`config.mk`:
```
export PLATFORM = sky130hd
export DESIGN_NAME = packet_mem_reader
export DESIGN_NICKNAME = d
export VERILOG_FILES = /design/src/rtl/packet_mem_reader.sv
export SDC_FILE = /design/constraint.sdc
export NUM_CORES = 1
export LEC_CHECK = 0
export ABC_AREA = 1
export BUFFER_PORTS_ARGS = -buffer_cell sky130_fd_sc_hd__clkbuf_2
export CAP_MARGIN = 10
export CORE_ASPECT_RATIO = 1.75
export CORE_MARGIN = 1
export CORE_UTILIZATION = 58
export CTS_BUF_LIST = sky130_fd_sc_hd__clkbuf_2 sky130_fd_sc_hd__clkbuf_4 sky130_fd_sc_hd__clkbuf_8
export DETAILED_ROUTE_END_ITERATION = 8
export GPL_TIMING_DRIVEN = 0
export PLACE_DENSITY_LB_ADDON = 0.1
export REMOVE_ABC_BUFFERS = 1
export SLEW_MARGIN = 40
export SYNTH_ARGS = -nofsm -noshare
export SYNTH_HDL_FRONTEND = slang
export SYNTH_SLANG_ARGS = --single-unit
```
`constraint.sdc`:
```
create_clock -name iclk -period 2.84 [get_ports iclk]
set_input_delay 0.142 -clock iclk [delete_from_list [all_inputs] [get_ports iclk]]
set_output_delay 0.142 -clock iclk [all_outputs]
set_load 0.005 [all_outputs]
```
`src/rtl/packet_mem_reader.sv`:
```
// Length-FIFO driven reader of the receive round buffer.
// Streams each packet as bytes with sop/eop over valid/ready.
module packet_mem_reader #(
  parameter int pRB_WIDHT  = 14,
  parameter int pFIFO_SIZE = 16,
  parameter int pMEM_WIDTH = 8
) (
  input  logic                  iclk,
  input  logic                  i_rst,
  input  logic                  iempty,
  input  logic [pFIFO_SIZE-1:0] ilen_pac,
  output logic                  ofifo_rd,
  output logic [pRB_WIDHT-1:0]  or_addr,
  input  logic [pMEM_WIDTH-1:0] ird_data,
  output logic                  ord_en,
  output logic [pMEM_WIDTH-1:0] o_data,
  output logic                  o_valid,
  input  logic                  i_ready,
  output logic                  o_sop,
  output logic                  o_eop,
  output logic                  o_busy
);

  typedef enum logic [1:0] {
    IDLE,
    STREAM,
    DRAIN
  } state_t;

  localparam logic [pRB_WIDHT-1:0] PTR_ONE =
    {{(pRB_WIDHT-1){1'b0}}, 1'b1};
  localparam logic [pFIFO_SIZE-1:0] REM_ONE =
    {{(pFIFO_SIZE-1){1'b0}}, 1'b1};

  state_t                  state_q, state_d;
  logic [pRB_WIDHT-1:0]    ptr_q, ptr_d;
  logic [pFIFO_SIZE-1:0]   rem_q, rem_d;
  logic                    first_q, first_d;

  logic                    pend_q, pend_d;
  logic                    pend_sop_q, pend_sop_d;
  logic                    pend_eop_q, pend_eop_d;

  logic                    hd_vld_q, hd_vld_d;
  logic [pMEM_WIDTH-1:0]   hd_data_q, hd_data_d;
  logic                    hd_sop_q, hd_sop_d;
  logic                    hd_eop_q, hd_eop_d;

  logic                    sk_vld_q, sk_vld_d;
  logic [pMEM_WIDTH-1:0]   sk_data_q, sk_data_d;
  logic                    sk_sop_q, sk_sop_d;
  logic                    sk_eop_q, sk_eop_d;

  logic       pop;
  logic       eop_done;
  logic [1:0] used;
  logic       space;
  logic       rd;
  logic       load;

  always_comb begin
    pop      = hd_vld_q & i_ready;
    eop_done = pop & hd_eop_q;
    // held bytes plus the read whose data lands next edge
    used     = {1'b0, hd_vld_q} + {1'b0, sk_vld_q}
             + {1'b0, pend_q};
    space    = (used < 2'd2) | (pop & (used == 2'd2));
    rd       = (state_q == STREAM) & (rem_q != '0) & space;
    load     = ~i_rst & ~iempty &
               ((state_q == IDLE) |
                ((state_q == DRAIN) & eop_done));

    state_d = state_q;
    ptr_d   = ptr_q;
    rem_d   = rem_q;
    first_d = first_q;
    case (state_q)
      STREAM: begin
        if (rd) begin
          ptr_d   = ptr_q + PTR_ONE;
          rem_d   = rem_q - REM_ONE;
          first_d = 1'b0;
          if (rem_q == REM_ONE) state_d = DRAIN;
        end
      end
      DRAIN: begin
        if (eop_done) state_d = IDLE;
      end
      default: ;
    endcase
    if (load) begin
      rem_d   = ilen_pac;
      first_d = 1'b1;
      state_d = (ilen_pac == '0) ? IDLE : STREAM;
    end

    pend_d     = rd;
    pend_sop_d = rd & first_q;
    pend_eop_d = rd & (rem_q == REM_ONE);
  end

  always_comb begin
    hd_vld_d  = hd_vld_q;
    hd_data_d = hd_data_q;
    hd_sop_d  = hd_sop_q;
    hd_eop_d  = hd_eop_q;
    sk_vld_d  = sk_vld_q;
    sk_data_d = sk_data_q;
    sk_sop_d  = sk_sop_q;
    sk_eop_d  = sk_eop_q;
    if (~hd_vld_q | pop) begin
      if (sk_vld_q) begin
        hd_vld_d  = 1'b1;
        hd_data_d = sk_data_q;
        hd_sop_d  = sk_sop_q;
        hd_eop_d  = sk_eop_q;
        sk_vld_d  = pend_q;
        if (pend_q) begin
          sk_data_d = ird_data;
          sk_sop_d  = pend_sop_q;
          sk_eop_d  = pend_eop_q;
        end
      end else begin
        hd_vld_d = pend_q;
        sk_vld_d = 1'b0;
        if (pend_q) begin
          hd_data_d = ird_data;
          hd_sop_d  = pend_sop_q;
          hd_eop_d  = pend_eop_q;
        end
      end
    end else if (pend_q) begin
      sk_vld_d  = 1'b1;
      sk_data_d = ird_data;
      sk_sop_d  = pend_sop_q;
      sk_eop_d  = pend_eop_q;
    end
  end

  always_ff @(posedge iclk or posedge i_rst) begin
    if (i_rst) begin
      state_q    <= IDLE;
      ptr_q      <= '0;
      rem_q      <= '0;
      first_q    <= 1'b0;
      pend_q     <= 1'b0;
      pend_sop_q <= 1'b0;
      pend_eop_q <= 1'b0;
      hd_vld_q   <= 1'b0;
      hd_data_q  <= '0;
      hd_sop_q   <= 1'b0;
      hd_eop_q   <= 1'b0;
      sk_vld_q   <= 1'b0;
      sk_data_q  <= '0;
      sk_sop_q   <= 1'b0;
      sk_eop_q   <= 1'b0;
    end else begin
      state_q    <= state_d;
      ptr_q      <= ptr_d;
      rem_q      <= rem_d;
      first_q    <= first_d;
      pend_q     <= pend_d;
      pend_sop_q <= pend_sop_d;
      pend_eop_q <= pend_eop_d;
      hd_vld_q   <= hd_vld_d;
      hd_data_q  <= hd_data_d;
      hd_sop_q   <= hd_sop_d;
      hd_eop_q   <= hd_eop_d;
      sk_vld_q   <= sk_vld_d;
      sk_data_q  <= sk_data_d;
      sk_sop_q   <= sk_sop_d;
      sk_eop_q   <= sk_eop_d;
    end
  end

  assign ofifo_rd = load;
  assign ord_en   = rd;
  assign or_addr  = ptr_q;
  assign o_data   = hd_data_q;
  assign o_valid  = hd_vld_q;
  assign o_sop    = hd_sop_q;
  assign o_eop    = hd_eop_q;
  assign o_busy   = (state_q != IDLE) | hd_vld_q | sk_vld_q;

endmodule

```
==> run metrics <==
outcome completed; Area contributors post-synth dfrtp_1, nand2_1, nand3_1; First-pass DRT Iterations 4; Avg Cell Area, Syn 7.53 um^2; Worst Setup Start Kind register; Placer Congestion roughly 0.9; Clock Latency Late Sink 350 ps; IO Count 56; # diodes 0; dpl cells between 500 and 600; worst hold slack 37.8 ps; Yosys reg bits 58; Final Skew 7.53 ps; H-tree lvl count 3; Fin. Hold Viols 0; Synth Cell Area 0.00333 mm^2; TritonCTS clock tree yes; area grow syn2layout 16.8%; gate count of the mapped netlist roughly 440; first-pass GRT wire length about 12000 um; worst hold path class primary input to register; Leakage 1.94 nW; Die W around 59 um; core box area 0.00554 mm^2; Rel. slew slack between 40% and 50%; Final ANT Viol Nets 0; largest net degree at the start of global routing 45; max-slew violations 0; via count 3023; pwr dens 1190 mW/mm^2; antenna violations before repair 0; NumNets Final 530; Vert. Die Dim 102 um; Final Cycle Share 92.9%; residual DRC count 0; Synth area leader dfrtp_1; GR Overflow Total 0; leading cell type in the layout, fill and taps excluded nand2_1; fin cells slightly below 600; final wirelength 7400 um; wire length per cell 12.8 um; worst slew pin tran 796 ps; Layout Utilization 70.2%; Yosys Warn Count 0; crit path time final between 2000 and 3000 ps; CP Capture Type output port; CP Class register to output port; number of port buffers 55; # setup viols final 0; largest fanout on the critical path 34; Detail Placement HPWL around 5300 um; Initial Util 60.1%; vias in the first global route 2877; Multi-input gate area ~0.0017 mm^2; sequential area share after synthesis between 40 and 50%; most frequent cells in the layout nand2_1, nor2_1, dfrtp_1; post-synthesis cell type count 31; CTS buffer count 9; clk sinks 58; Max Buffers Root-to-Sink 2; DP Area about 0.0036 mm^2; row count 36; vias per cell 5.24; Filler Cell Count roughly 480; Clock Pin Slew Worst Setup and Hold Paths 60 ps; Root Driver clkbuf_8; GRT Total Usage 27.5%; Req. time, crit path around 2700 ps; share of layout cells above drive strength 1 between 20% and 30%; die area 0.00606 mm^2; FF/Latch Area 0.00145 mm^2; worst vdd ir 0.000758 V; fin area 0.00389 mm^2; Crit path arrival time 2500 ps; Max Cap Viol 0; Synth top area share 43.6%; FMAX roughly 380 MHz; RSZ-0062 raised after global routing false; Starting DRT DRC Count 118
-- per-stage QoR --
step	power, mW	worst slack, ps	TNS [ps]
floorplan	3.08	524	0
global placement	3.67	-107	-1000
detailed placement	3.76	-163	-2460
CTS	4.62	20.2	0
global route	5.03	46.7	0
finish	4.61	201	0
-- worst paths after layout --
| check | start | to | slack, ps | depth (start not counted) |
|---|---|---|---|---|
| setup / recovery | sk_vld_q | ord_en | 200 | 7 |
| hold / removal | ilen_pac[8] | rem_q[8] | 40 | 3 |
| setup reg to reg | sk_vld_q | state_q[0] | 500 | 9 |
| hold reg to reg | pend_sop_q | sk_sop_q | 510 | 1 |
| max in group asynchronous | i_rst | sk_vld_q | 2070 | 4 |
| min in group asynchronous | i_rst | rem_q[4] | 270 | 3 |
-- critical path: stages, from the launching register on --
cell,delay (ps)
dfrtp_2,520
clkinvlp_4,170
fa_1,490
nand3_1,90
a21oi_1,240
nand2_4,230
inv_8,240
clkbuf_2,150
-- layout make-up --
type                       instances  area share, %
multi-input combinational        329           42.5
sequential                        58           37.3
timing repair buffer              58           8.04
clock buffer                      13           4.44
inverter                          41           4.31
tap                               76           2.44
clock inverter                     2          0.901
-- layer usage --
layer / part of all wire (%) / track usage [%]
met5: 0 / 0
met4: 3.9 / 17.0
met3: 4.7 / 6.58
met2: 53 / 49.0
met1: 38 / 27.8
-- power by group --
group          internal [mW]  switching, mW
clock                  0.480          0.321
sequential              1.19          0.331
combinational          0.812           1.48
total                   2.48           2.13
-- what timing repair did --
| item | CTS | global route |
|---|---|---|
| endpoints found under the setup margin | 24 | 1 |
| cloned | 0 | 0 |
| endpoints found under the hold margin | 14 | 0 |
| gates resized for setup | 4 | 2 |
| setup buffers | 1 | 0 |
| hold buffers | 1 | 0 |
-- cells in the mapped netlist --
master	instances
dfrtp_1	58
nand2_2	5
nand3_2	1
nand4_1	7
inv_1	39
o21ai_2	4
o21ai_1	1
inv_2	2
clkbuf_1	4
xnor2_1	3
xor2_1	5
or2_1	1
nand3_1	46
buf_1	1
buf_6	3
fa_1	1
o31ai_1	1
or2_2	1
mux2_2	10
a31oi_1	10
buf_2	6
nand3b_1	3
nor2_1	59
nor2_4	3
nor2_2	1
a21oi_1	2
nand2_1	134
ha_1	4
o21ai_0	18
nand2_4	3
nor3_1	6
-- cell families (layout without fill, tap and decap cells) --
| logic type | Yosys count | count (layout) | share of synthesized area [%] |
|---|---|---|---|
| flip-flops | 58 | 58 | 43.6 |
| adder cells (fa/ha/maj) | 5 | 5 | 2.10 |
| XOR/XNOR | 8 | 8 | 2.10 |
| AO/OA/AOI/OAI | 36 | 36 | 6.31 |
| multiplexers | 10 | 10 | 3.38 |
| buffers and inverters | 55 | 114 | 7.10 |
| AND/OR/NAND/NOR | 270 | 270 | 35.4 |
-- state kept, by name, indices dropped and copies added, names as in the netlist, 2 cells and up --
name	count
state_q	2
rem_q	16
o_data	8
or_addr	14
sk_data_q	8
No activity file was read; power rests on OpenSTA's default activity.
